$ cat src/rtl/instr_fetch_if.sv
// instr_fetch_if: control, instruction-memory and consumer signals of the fetch unit.
interface instr_fetch_if;
   logic        start;
   logic        jump;
   logic [11:0] jump_addr;
   logic [11:0] addIM;
   logic [15:0] outIM;
   logic [15:0] instr_out;
   logic        instr_valid;
   logic        instr_ready;
   logic [11:0] pc_out;
   logic        halted;
   logic [15:0] fetch_count;
   modport slave (
      input  start, jump, jump_addr, outIM, instr_ready,
      output addIM, instr_out, instr_valid, pc_out, halted, fetch_count
   );
   modport master (
      output start, jump, jump_addr, outIM, instr_ready,
      input  addIM, instr_out, instr_valid, pc_out, halted, fetch_count
   );
endinterface

$ cat src/rtl/instr_fetch.sv
// instr_fetch: sequential instruction fetcher with a valid/ready output,
// jump redirection and a halt word that stops fetching.
module instr_fetch #(
   parameter logic [11:0] RESET_PC  = 12'h000,
   parameter logic [15:0] HALT_WORD = 16'hF000
) (
   input logic           clk,
   input logic           rst,
   instr_fetch_if.slave  bus
);
   typedef enum logic [2:0] {IDLE, ISSUE, CAPTURE, PRESENT, HALTED} state_t;
   state_t      state_q, state_d;
   logic [11:0] pc_q, pc_d, addr_q, addr_d, pc_out_q, pc_out_d;
   logic [15:0] instr_q, instr_d, count_q, count_d;
   logic        xfer;
   assign xfer            = state_q == PRESENT && bus.instr_ready;
   assign bus.addIM       = addr_q;
   assign bus.instr_out   = instr_q;
   assign bus.pc_out      = pc_out_q;
   assign bus.instr_valid = state_q == PRESENT;
   assign bus.halted      = state_q == HALTED;
   assign bus.fetch_count = count_q;
   always_comb begin
      state_d  = state_q;
      pc_d     = pc_q;
      addr_d   = addr_q;
      instr_d  = instr_q;
      pc_out_d = pc_out_q;
      count_d  = (xfer && count_q != 16'hFFFF) ? count_q + 16'd1 : count_q;
      if (bus.jump) begin
         pc_d    = bus.jump_addr;
         state_d = (state_q == IDLE && !bus.start) ? IDLE : ISSUE;
      end else begin
         case (state_q)
            IDLE:    state_d = bus.start ? ISSUE : IDLE;
            ISSUE:   state_d = CAPTURE;
            CAPTURE: begin
               instr_d  = bus.outIM;
               pc_out_d = addr_q;
               state_d  = PRESENT;
            end
            PRESENT: if (xfer) begin
               pc_d    = pc_out_q + 12'd1;
               state_d = (instr_q == HALT_WORD) ? HALTED : ISSUE;
            end
            default: state_d = state_q;
         endcase
      end
      // the address goes out on entry to ISSUE so read data lands by CAPTURE
      if (state_d == ISSUE) addr_d = pc_d;
   end
   always_ff @(posedge clk or posedge rst) begin
      if (rst) begin
         state_q  <= IDLE;
         pc_q     <= RESET_PC;
         addr_q   <= RESET_PC;
         instr_q  <= 16'h0000;
         pc_out_q <= 12'h000;
         count_q  <= 16'h0000;
      end else begin
         state_q  <= state_d;
         pc_q     <= pc_d;
         addr_q   <= addr_d;
         instr_q  <= instr_d;
         pc_out_q <= pc_out_d;
         count_q  <= count_d;
      end
   end
endmodule

$ cat src/flat_wrapper.sv
// flat-port wrapper written by rule: the top's interface ports become plain ports
module instr_fetch_flat 
#(
   parameter logic [11:0] RESET_PC  = 12'h000,
   parameter logic [15:0] HALT_WORD = 16'hF000
)
  (clk, rst, bus_start, bus_jump, bus_jump_addr, bus_outIM, bus_instr_ready, bus_addIM, bus_instr_out, bus_instr_valid, bus_pc_out, bus_halted, bus_fetch_count);
  instr_fetch_if bus_i ();
  input logic clk;
  input logic rst;
  input wire logic [$bits(bus_i.start)-1:0] bus_start;
  input wire logic [$bits(bus_i.jump)-1:0] bus_jump;
  input wire logic [$bits(bus_i.jump_addr)-1:0] bus_jump_addr;
  input wire logic [$bits(bus_i.outIM)-1:0] bus_outIM;
  input wire logic [$bits(bus_i.instr_ready)-1:0] bus_instr_ready;
  output wire logic [$bits(bus_i.addIM)-1:0] bus_addIM;
  output wire logic [$bits(bus_i.instr_out)-1:0] bus_instr_out;
  output wire logic [$bits(bus_i.instr_valid)-1:0] bus_instr_valid;
  output wire logic [$bits(bus_i.pc_out)-1:0] bus_pc_out;
  output wire logic [$bits(bus_i.halted)-1:0] bus_halted;
  output wire logic [$bits(bus_i.fetch_count)-1:0] bus_fetch_count;
  assign bus_i.start = bus_start;
  assign bus_i.jump = bus_jump;
  assign bus_i.jump_addr = bus_jump_addr;
  assign bus_i.outIM = bus_outIM;
  assign bus_i.instr_ready = bus_instr_ready;
  assign bus_addIM = bus_i.addIM;
  assign bus_instr_out = bus_i.instr_out;
  assign bus_instr_valid = bus_i.instr_valid;
  assign bus_pc_out = bus_i.pc_out;
  assign bus_halted = bus_i.halted;
  assign bus_fetch_count = bus_i.fetch_count;
  instr_fetch #(.RESET_PC(RESET_PC), .HALT_WORD(HALT_WORD)) u_core (.clk(clk), .rst(rst), .bus(bus_i));
endmodule
$ cat config.mk
export PLATFORM = sky130hd
export DESIGN_NAME = instr_fetch_flat
export DESIGN_NICKNAME = d
export VERILOG_FILES = /design/src/rtl/instr_fetch_if.sv /design/src/rtl/instr_fetch.sv /design/src/flat_wrapper.sv
export SDC_FILE = /design/constraint.sdc
export NUM_CORES = 1
export LEC_CHECK = 0
export CAP_MARGIN = 40
export CORE_ASPECT_RATIO = 1.25
export CORE_UTILIZATION = 39
export CTS_CLUSTER_DIAMETER = 150
export DETAILED_ROUTE_END_ITERATION = 7
export DONT_BUFFER_PORTS = 1
export HOLD_SLACK_MARGIN = 0.06
export PLACE_DENSITY_LB_ADDON = 0.1
export REMOVE_ABC_BUFFERS = 1
export SLEW_MARGIN = 20
export SYNTH_ARGS = -nofsm -noshare
export SYNTH_HDL_FRONTEND = slang
export SYNTH_SLANG_ARGS = --single-unit
$ cat constraint.sdc
create_clock -name clk -period 4.1 [get_ports clk]
set_input_delay 0.41 -clock clk [delete_from_list [all_inputs] [get_ports clk]]
set_output_delay 0.41 -clock clk [all_outputs]
set_load 0.05 [all_outputs]
-- Yosys cells after proc, flatten, opt, wreduce, memory -nomap -nowiden
Cells that the tools add are included.
- flip-flop bits (word level): 71
- bits of input ports: 33
- logic and storage cells: 31
- $add $sub $neg: 2
- equal/unequal tests: 7
- mux-type cells: 9
- bitwise logic cells: 1
- reductions and logical operators: 6
- operator list (kind ; number):
    $mux W12 ; 3
    $add A16 B1 Y16 const B ; 1
    $eq A16 B16 Y1 const B ; 1
    $ne A16 B16 Y1 const B ; 1
    $add A12 B1 Y12 const B ; 1
    $pmux W3 S4 ; 1
    $mux W3 ; 3
    $eq A3 B1 Y1 const B ; 2
    $eq A3 B2 Y1 const B ; 2
    $eq A3 B3 Y1 const B ; 1
    $logic_and A1 B1 Y1 ; 3
    $logic_not A3 Y1 ; 1
    $mux W1 ; 2
    $reduce_and A2 Y1 ; 1
    $logic_not A1 Y1 ; 1
    $not A1 Y1 ; 1

-- Depth between registers and ports, before layout
- depth in word-level cells: 6
- gate-level depth with buffers: 6
- depth with buffers taken out: 6

-- Least setup slack after synthesis
OpenSTA, ideal clock, no wires.
- path kind: register -> register
- from: reg u_core.instr_q[3] (netlist: u_core.bus.instr_out[3])
- to: reg u_core.addr_q[0] (netlist: u_core.bus.addIM[0])
- setup time: 0.128 ns
- arrival: 2.282 ns
- data required time: 3.972 ns
- slack: 1.691 ns
- stages on the path, launching flop included: 7
- buffers on the path: 1
- clock period less this slack: 2.409 ns
- path through: dfrtp_1 > or4_1 > nor4_4 > nor2_1 > o31ai_4 > buf_6 > mux2_1
- longest elaborated chain between the ends: 6
- ends and longest elaborated chain (what ; line ; RTL):
    start, declared ; instr_fetch.sv:14 ; logic [15:0] instr_q, instr_d, count_q, count_d;
    start signal, assigned ; instr_fetch.sv:64 ; instr_q <= instr_d;
    $eq A16 B16 Y1 ; instr_fetch.sv:44 ; state_d = (instr_q == HALT_WORD) ? HALTED : ISSUE;
    $mux W3 ; instr_fetch.sv:44 ;
    $mux W3 ; instr_fetch.sv:42 ; PRESENT: if (xfer) begin
    $pmux W3 S4 ; instr_fetch.sv:34 ; case (state_q)
    $mux W3 ; instr_fetch.sv:30 ; if (bus.jump) begin
    $eq A3 B1 Y1 ; instr_fetch.sv:50 ; if (state_d == ISSUE) addr_d = pc_d;
    end signal, assigned ; instr_fetch.sv:63 ; addr_q <= addr_d;
    end, declared ; instr_fetch.sv:13 ; logic [11:0] pc_q, pc_d, addr_q, addr_d, pc_out_q, pc_out_d;
Every way passes these cells.
A chain may end at the register's enable or synchronous reset.

-- Worst setup path after layout
- from: reg u_core.instr_q[0] (netlist: u_core.bus.instr_out[0])
- to: reg u_core.addr_q[11] (netlist: u_core.bus.addIM[11])
Same word-level chain as after synthesis.

==> impl_metrics.ini <==
[run_status]
status = completed

[floorplanning]
chipWidth_um = 82.77
start_util = 0.4058
dieArea_sq_um = 8522
core_area_sq_um = 7838
io_pins = 91
die_height_um = 103.0
fp-row-count = 36

[global_route]
grt_max_degree = 42
grt_overflow_total = 0
grt_first_pass_wirelength_um = 10550
grt_pass1_vias = 2048
gr-usage-all-layers = 0.1726
antenna_found_initial = 0

[clock_tree]
cts.sinks = 71
post_cts_buffers = 0
ctsResizeCount = 0
clockBufferDepth = 2
cts_made_buffers = 9
hold_buffers = 1
cts_root_buf = clkbuf_8
cts_tree = yes
clk_pin_slew_ns = 0.08
clock_latency_ns = 0.35
htree_levels = 3

[final_layout]
diodes = 0
final_nets = 297
drive_above_1_share = 0.2135
register_area_sq_um = 1777
multi_input_area_sq_um = 1354
area_growth_pct = 10.62
fillers = 751

[yosys]
syn_avg_cell_area_sq_um = 12.47
synth_xor_area_frac = 0.06334
netlist-cell-type-count = 40
synth_top_family_by_area = multiplexers
synth_compound_area_frac = 0.05940
yosys.area_share.adder = 0.007868
synthSimpleGateAreaFrac = 0.1353
yosysWarnings = 0
ys_seq_area_frac = 0.5586
synthesis.area_sq_um = 3181
synth-seq-cells = 71
synth_mux_area_frac = 0.1577
synth_cells = 255

[sta]
hold_viol = 0
rsz0062_at_grt = false
skew_ns = 0.008092
setup_viol = 0
worst_pin_slew_ns = 0.7419
slew_viol_final = 0
fin_crit_sh = 0.6935
finalSetupTns_ns = 0
max_freq_mhz = 351.7
max-slew-margin-rel = 0.5054
finalCriticalPeriod_ns = 2.843

[power]
p_clk_frac = 0.206
p_sw_mw = 1.434
p_leak_nw = 1.504
power_switching_share = 0.4923
ir_drop_mv = 0.3546
power.share.combinational = 0.138
seqPwrFrac = 0.656
power_mw = 2.913
internal_power_mw = 1.479
power.density_nw_per_um2 = 827.9

[route]
via_per_inst = 5.445
first_pass_iters = 4
drc = 0
drt_iter0_drc = 71
drt_wl_total_um = 6648
vias = 1971
routedWlPerCell_um = 18.36
antenna_left = 0

[critical_path]
arrival_ns = 3.07
crit_fanout = 12
path_class = flip-flop to flip-flop
cp-start-kind = flip-flop
worstSetupEndpointType = flip-flop
worstPathRequired_ns = 4.33

[placement]
hpwl_um = 4632
port_buffers = 0
gp_congestion = 0.7122

[job]
max_cap_violations = 0

[min_path]
hold_path.class = primary input to flip-flop
-- per-layer routing --
| metal | global-route usage | wire [um] | part of all wire |
|---|---|---|---|
| met1 | 0.2073 | 2761 | 0.42 |
| met2 | 0.2774 | 3360 | 0.51 |
| met3 | 0.07345 | 435 | 0.065 |
| met4 | 0.05570 | 91 | 0.014 |
| met5 | 0 | 0 | 0 |
-- sequential cells by signal, indices dropped and copies added (netlist names) --
signal	cells
u_core.bus.fetch_count	16
u_core.bus.instr_out	16
u_core.bus.addIM	12
u_core.bus.pc_out	12
u_core.pc_q	12
u_core.state_q	3
-- final timing paths --
check,cells past startpoint,end,slack [ns],from
hold reg to reg,2,u_core.pc_q[8],0.51,u_core.pc_q[8]
hold / removal,1,u_core.state_q[2],0.14,bus_jump
setup reg to reg,5,u_core.bus.addIM[11],1.26,u_core.bus.instr_out[0]
max in group asynchronous,3,u_core.bus.addIM[5],2.50,rst
setup / recovery,5,u_core.bus.addIM[11],1.26,u_core.bus.instr_out[0]
min in group asynchronous,2,u_core.bus.instr_out[13],0.61,rst
-- placed cells by master (no fill, tap or decap), types with 5 or more instances in the layout --
cell type   n
dfrtp_1    71
mux2_2     31
nand2_1    15
o21ai_0    12
xor2_1     12
clkbuf_8   12
xnor2_1    11
nand3_1    11
nor2_1     10
mux2_1     10
a21oi_1     9
and4_1      5
nand4_1     5
-- critical path: stages, from the launching register on --
cell,delay (ns)
dfrtp_1,0.58
or4_4,0.64
nor4_4,0.35
nor2_1,0.11
o31ai_4,0.63
mux2_2,0.41
-- kinds of logic after synthesis --
kind of cell,count (synthesis)
AOI/OAI and AO/OA,30
DFF,71
and+or+nand+nor,72
buffers and inverters,12
xor gates and xnor gates,23
adders and majority gates,2
muxes,45
-- final cells by class --
| type | count | area share |
|---|---|---|
| multi-input cells | 172 | 0.3848 |
| flip-flops and latches | 71 | 0.5050 |
| clock buffers | 12 | 0.04694 |
| inverters | 3 | 0.003201 |
| clock inverters | 4 | 0.01494 |
| repair buffers | 5 | 0.01138 |
| well taps | 95 | 0.03378 |
-- synthesized netlist by cell type (all sizes together) --
cell | number | share of area
a21boi | 1 | 0.0024
a21oi | 9 | 0.014
a221oi | 1 | 0.0028
a22oi | 4 | 0.0094
and2 | 3 | 0.0059
and3 | 4 | 0.0079
and4 | 5 | 0.014
and4b | 1 | 0.0031
buf | 4 | 0.0083
clkbuf | 5 | 0.0059
dfrtp | 71 | 0.56
ha | 2 | 0.0079
inv | 3 | 0.0035
mux2 | 41 | 0.15
mux2i | 4 | 0.013
nand2 | 15 | 0.018
nand2b | 2 | 0.0039
nand3 | 11 | 0.017
nand3b | 1 | 0.0024
nand4 | 5 | 0.0098
nand4b | 3 | 0.0083
nor2 | 10 | 0.012
nor2b | 1 | 0.0020
nor3 | 2 | 0.0031
nor3b | 3 | 0.0071
nor4 | 1 | 0.0067
nor4b | 1 | 0.0028
o21a | 1 | 0.0024
o21ai | 12 | 0.019
o221ai | 1 | 0.0028
o31ai | 1 | 0.0067
or3b | 1 | 0.0028
or4 | 2 | 0.0059
or4b | 1 | 0.0031
xnor2 | 11 | 0.030
xor2 | 12 | 0.033
-- stage by stage --
stage                     hold slack (ns)  instances  setup WS [ns]  instance area (sq um)    util
final                              0.1388        362          1.257                   3518  0.4489
after floorplan                    0.4705        246        0.09942                   3136       -
after detailed placement           0.4294        345          1.229                   3291  0.4199
after CTS                          0.1132        362          1.213                   3518  0.4489
after global placement             0.4308        344          1.255                   3283  0.4189
after global routing               0.1138        362          1.102                   3518  0.4489
-- power by group through the flow --
stage                     clock network [mW]  registers (mW)  logic, mW
final                                  0.600            1.91      0.401
after global routing                   0.652            1.96      0.453
after CTS                              0.622            1.92      0.409
after detailed placement                   0            1.94      0.407
after global placement                     0            1.93      0.399
after floorplan                            0            1.85      0.353
Note: power is estimated with default switching activity, not from simulation.
